`src/rtl/adrv9001_tx_serdes_core.sv`:
```
// TX framing core for the ADRV9001 LSSI data port: buffers AXI-Stream I/Q samples
// and slices each one into per-clock data/Q/strobe lane words for the OSERDES.
module adrv9001_tx_serdes_core #(
    parameter int SERDES_WIDTH = 8,
    parameter int FIFO_DEPTH   = 8,
    parameter int STROBE_MODE  = 0
) (
    input  logic                          clk,
    input  logic                          rst,
    input  logic                          enable,
    input  logic                          lane_mode,
    input  logic [31:0]                   s_axis_tdata,
    input  logic                          s_axis_tvalid,
    output logic                          s_axis_tready,
    output logic [SERDES_WIDTH-1:0]       idata_word,
    output logic [SERDES_WIDTH-1:0]       qdata_word,
    output logic [SERDES_WIDTH-1:0]       strobe_word,
    output logic                          word_valid,
    output logic [$clog2(FIFO_DEPTH):0]   fifo_level,
    output logic [15:0]                   underflow_cnt
);
    localparam int W  = SERDES_WIDTH;
    localparam int AW = $clog2(FIFO_DEPTH);
    localparam int N2 = 16 / W;
    localparam int N1 = 32 / W;
    localparam int SW = $clog2(N1);

    logic [31:0]   mem [FIFO_DEPTH];
    logic [AW-1:0] wr_ptr_reg, rd_ptr_reg;
    logic [AW:0]   count_reg, count_next;
    logic          ready_reg;

    logic [SW-1:0] slot_reg, slot_next, last_slot;
    logic          mode_reg, mode_next, cur_mode;
    logic [31:0]   shift_reg, shift_next, src;
    logic [15:0]   uf_reg, uf_next;
    logic [W-1:0]  idata_reg, idata_next;
    logic [W-1:0]  qdata_reg, qdata_next;
    logic [W-1:0]  strobe_reg, strobe_next;
    logic          valid_reg, valid_next;

    logic push, pop, boundary;

    assign push     = s_axis_tvalid && ready_reg;
    assign boundary = enable && (slot_reg == '0);
    assign pop      = boundary && (count_reg != '0);

    always_comb begin
        count_next = count_reg;
        if (push && !pop) begin
            count_next = count_reg + 1'b1;
        end else if (!push && pop) begin
            count_next = count_reg - 1'b1;
        end
    end

    // The word selected here is registered straight into the lane outputs, so a
    // sample popped at a boundary shows its first word on the following cycle.
    always_comb begin
        src         = shift_reg;
        cur_mode    = mode_reg;
        last_slot   = '0;
        slot_next   = '0;
        shift_next  = shift_reg;
        mode_next   = mode_reg;
        uf_next     = uf_reg;
        idata_next  = '0;
        qdata_next  = '0;
        strobe_next = '0;
        valid_next  = 1'b0;
        if (enable) begin
            if (boundary) begin
                cur_mode  = lane_mode;
                mode_next = lane_mode;
                src       = pop ? mem[rd_ptr_reg] : 32'h0;
                if (!pop && (uf_reg != 16'hFFFF)) begin
                    uf_next = uf_reg + 16'd1;
                end
            end
            last_slot  = cur_mode ? SW'(N1 - 1) : SW'(N2 - 1);
            slot_next  = (slot_reg == last_slot) ? '0 : slot_reg + 1'b1;
            idata_next = src[31 -: W];
            if (cur_mode) begin
                shift_next = {src[31-W:0], {W{1'b0}}};
            end else begin
                qdata_next = src[15 -: W];
                shift_next = {src[31-W:16], {W{1'b0}}, src[15-W:0], {W{1'b0}}};
            end
            if (STROBE_MODE == 0) begin
                strobe_next = (slot_reg == '0) ? {1'b1, {(W-1){1'b0}}} : {W{1'b0}};
            end else begin
                // Half a sample period: 16 bit-times in 1-lane, 8 in 2-lane.
                strobe_next = ((int'(slot_reg) * W) < (cur_mode ? 16 : 8)) ? {W{1'b1}} : {W{1'b0}};
            end
            valid_next = 1'b1;
        end
    end

    always_ff @(posedge clk) begin
        if (push && !rst) begin
            mem[wr_ptr_reg] <= s_axis_tdata;
        end
    end

    always_ff @(posedge clk) begin
        if (rst) begin
            wr_ptr_reg <= '0;
            rd_ptr_reg <= '0;
            count_reg  <= '0;
            ready_reg  <= 1'b0;
            slot_reg   <= '0;
            mode_reg   <= lane_mode;
            shift_reg  <= '0;
            uf_reg     <= '0;
            idata_reg  <= '0;
            qdata_reg  <= '0;
            strobe_reg <= '0;
            valid_reg  <= 1'b0;
        end else begin
            if (push) begin
                wr_ptr_reg <= wr_ptr_reg + 1'b1;
            end
            if (pop) begin
                rd_ptr_reg <= rd_ptr_reg + 1'b1;
            end
            count_reg  <= count_next;
            // Ready follows the post-update level, so a pop while full only
            // re-opens the input on the next cycle.
            ready_reg  <= (count_next != (AW+1)'(FIFO_DEPTH));
            slot_reg   <= slot_next;
            mode_reg   <= mode_next;
            shift_reg  <= shift_next;
            uf_reg     <= uf_next;
            idata_reg  <= idata_next;
            qdata_reg  <= qdata_next;
            strobe_reg <= strobe_next;
            valid_reg  <= valid_next;
        end
    end

    assign s_axis_tready = ready_reg;
    assign idata_word    = idata_reg;
    assign qdata_word    = qdata_reg;
    assign strobe_word   = strobe_reg;
    assign word_valid    = valid_reg;
    assign fifo_level    = count_reg;
    assign underflow_cnt = uf_reg;

endmodule

```
`config.mk`:
```
export PLATFORM = sky130hd
export DESIGN_NAME = adrv9001_tx_serdes_core
export DESIGN_NICKNAME = d
export VERILOG_FILES = /design/src/rtl/adrv9001_tx_serdes_core.sv
export SDC_FILE = /design/constraint.sdc
export NUM_CORES = 1
export LEC_CHECK = 0
export CORE_AREA = 2 2 217 155
export CTS_CLUSTER_DIAMETER = 80
export DETAILED_ROUTE_END_ITERATION = 12
export DIE_AREA = 0 0 219 157
export PLACE_DENSITY = 0.57
export SLEW_MARGIN = 30
export SYNTH_ARGS = -nofsm -noshare
export SYNTH_HDL_FRONTEND = slang
export SYNTH_SLANG_ARGS = --single-unit
```
`constraint.sdc`:
```
create_clock -name clk -period 6.1 [get_ports clk]
set_input_delay 0.61 -clock clk [delete_from_list [all_inputs] [get_ports clk]]
set_output_delay 0.61 -clock clk [all_outputs]
set_load 0.02 [all_outputs]
```
==> results_dict.tcl <==
set metrics [dict create \
    grt_pass1_wl_um 41700 \
    part_of_the_yosys_area_used_for_sequential_elements 0.724 \
    cts-resized-gates 0 \
    most-common-layout-cells "edfxtp_1, clkdlybuf4s50_1, dfxtp_1" \
    headroom_to_the_max_slew_limit 0.456 \
    clk_transition_reported_paths_ns 0.06 \
    fin_ws_ns 3.14 \
    timing.max_cap.violations 0 \
    largest_reg_flops 256 \
    total_switching_power_uw 1360 \
    critical_path_required_ns 6.48 \
    clock_tree.buffer_depth 3 \
    critPathMaxStageDelay_ns 0.96 \
    mappedNetlistArea_um2 12700 \
    internal-power_uw 4080 \
    worstPathCellList "clkdlybuf4s50_1 -> nand2b_1 -> inv_2 -> and2_1 -> nand2_1 -> or2_0 -> o21ai_0" \
    synth_top_flop_cell "edfxtp_1" \
    grt_util_met3 0.0357 \
    num_io_pins 83 \
    tritoncts "built" \
    std_cell_rows 55 \
    cts.sinks 331 \
    use_met1 0.232 \
    finalCritPeriodShare 0.484 \
    synthesis.instances 730 \
    clock_latency_ns 0.53 \
    synth_enable_flop_cells 257 \
    grt_pass1_vias 6851 \
    portBuffers 75 \
    dp_worst_setup_slack_ns 2.64 \
    drive_above_1_share 0.181 \
    initial_core_util 0.396 \
    globalplace.congestion 0.852 \
    grt_setup_unrepaired "no" \
    syn_area_per_cell_um2 17.4 \
    synth.ff_latch_count 331 \
    cp_max_fo 18 \
    powerDensity_nw_per_um2 362 \
    hold_class "flop to flop" \
    max_freq_ghz 0.338 \
    wirelength_um 27100 \
    critical-path-top-delay-family "simple AND/OR/NAND/NOR gates" \
    status "complete, no violations" \
    detail_route.drc_violations 0 \
    syn2layout_area_growth_pct 18.4 \
    detail-route-antenna-nets 0 \
    static-leakage-power_uw 0.00475 \
    globalRoute.totalOverflow 0 \
    drt_first_pass_iters 5 \
    cts_hold_buffers 0 \
    design.die.area_um2 34400 \
    die_width_um 219 \
    dr_total_vias 6746 \
    final-hold-violation-count 0 \
    clkPwrFrac 0.367 \
    critical-path-slowest-cell "clkdlybuf4s50_1" \
    ir_drop_v 0.000238 \
    numCtsBuffers 34 \
    root_buffer_cell "clkbuf_16" \
    fp.dieH_um 157 \
    cp-start-kind "input pin" \
    power.combinational.fraction 0.150 \
    layout.nets 861 \
    use_met2 0.252 \
    cts_htree_levels 2 \
    worstPathBufferInverterCount 2 \
    post_route_setup_tns_ns 0 \
    pin_count_of_the_biggest_net_entering_global_routing 47 \
    core_region_area_um2 32100 \
    postCtsSetupBuffers 0 \
    netSwitchingFraction 0.250 \
    synthArstFlopShare 0 \
    synth.yosys.warnings 0 \
    routed_wire_length_per_instance_um 21.4 \
    timing.final.max_slew_violations 0 \
    route.detailed.vias_per_inst 5.31 \
    busiest_layer "met2" \
    hpwl_um 16300 \
    critical_path_arrival_ns 3.33 \
    worst_setup_path_end_kind "flop" \
    layout_min_cycle_time_ns 2.96 \
    layout.cells.most_common "edfxtp_1" \
    max_slew.worst_pin.slew_ns 0.813 \
    detailedRoute.firstIterationViolations 564 \
    crit_type "input pin to flop" \
    antenna_found_initial 0 \
    fin_worst_skew_ns 0.0207 \
    share_seq_of_total_power 0.483 \
    library_cells_used_by_synthesis 49 \
    grtUsageTotal 0.163 \
    total_inserted_antenna_cells 0 \
    setup_viol 0 \
]
==> through the flow <==
stage / hold WS (ns) / instance area, um2 / instances / power (uW) / util
floorplan: 0.414 / 12700 / 736 / 3260 / -
global placement: 0.428 / 14000 / 1209 / 3480 / 0.435
detailed placement: 0.434 / 14000 / 1209 / 3510 / 0.435
CTS: 0.451 / 15000 / 1271 / 5510 / 0.469
global route: 0.463 / 15000 / 1271 / 5690 / 0.469
finish: 0.450 / 15000 / 1271 / 5440 / 0.469
==> power groups by stage <==
| stage | Sequential (uW) | Combinational (uW) | Clock, uW |
|---|---|---|---|
| 6_report | 2630 | 817 | 2000 |
| 5_1_grt | 2650 | 892 | 2150 |
| 4_1_cts | 2640 | 824 | 2050 |
| 3_5_place_dp | 2680 | 822 | 0 |
| 3_3_place_gp | 2680 | 807 | 0 |
| 2_1_floorplan | 2620 | 635 | 0 |
==> worst paths after layout <==
kind | from | end | slack (ns) | cells after the start
setup reg to reg | flop | qdata_word[4] | 3.31 | 5
setup / recovery | rst | shift_reg[21] | 3.14 | 7
hold / removal | slot_reg[0] | slot_reg[0] | 0.45 | 1
hold reg to reg | slot_reg[0] | slot_reg[0] | 0.45 | 1
==> final cells by class <==
type	instances	area [um2]
Sequential cell	331	9210
Tap cell	427	534
Timing Repair Buffer	89	856
Clock inverter	10	100
Fill cell	2721	17000
Clock buffer	52	980
Inverter	9	33.8
Multi-Input combinational cell	353	3340
==> cells by family (layout without fill, tap and decap cells) <==
group,after synthesis,count (layout),share of synthesized area
flops,331,331,0.724
simple gates,139,139,0.0523
mux,101,101,0.144
compound gates,82,82,0.0415
buf+inv,52,160,0.0202
xor+xnor,18,18,0.0124
fa+ha+maj,6,6,0.00591
other cells,1,7,0.000295
==> cell usage after synthesis, types with 2 or more instances <==
library cell	count	area, um2
nand4_1	2	12.5
dfxtp_1	74	1480
nand3_1	7	35.0
mux4_2	64	1440
o2111ai_1	2	17.5
buf_2	10	50.1
and3_1	6	37.5
a22oi_1	16	120
and4_1	5	43.8
xor2_1	10	87.6
a2bb2oi_1	8	70.1
clkbuf_1	18	67.6
ha_1	6	75.1
a21oi_1	14	70.1
xnor2_1	8	70.1
o22ai_1	8	50.1
and2_1	3	18.8
buf_4	9	67.6
o21ai_0	24	120
or3_1	2	12.5
nor3b_1	2	15.0
nor2b_1	2	12.5
buf_1	4	15.0
nand2_1	34	128
edfxtp_1	257	7720
nor2_1	56	210
nor3_1	9	45.0
o211ai_1	4	30.0
mux2_2	8	90.1
buf_6	2	22.5
inv_1	8	30.0
nand2b_1	4	25.0
mux2i_1	28	280
==> routing by layer <==
layer / up-vias / wire, um
met5: - / 0
met4: 0 / 576
met3: 41 / 1520
met2: 207 / 12300
met1: 3467 / 12700
li1: 3031 / -
No activity file was read; power rests on OpenSTA's default activity.
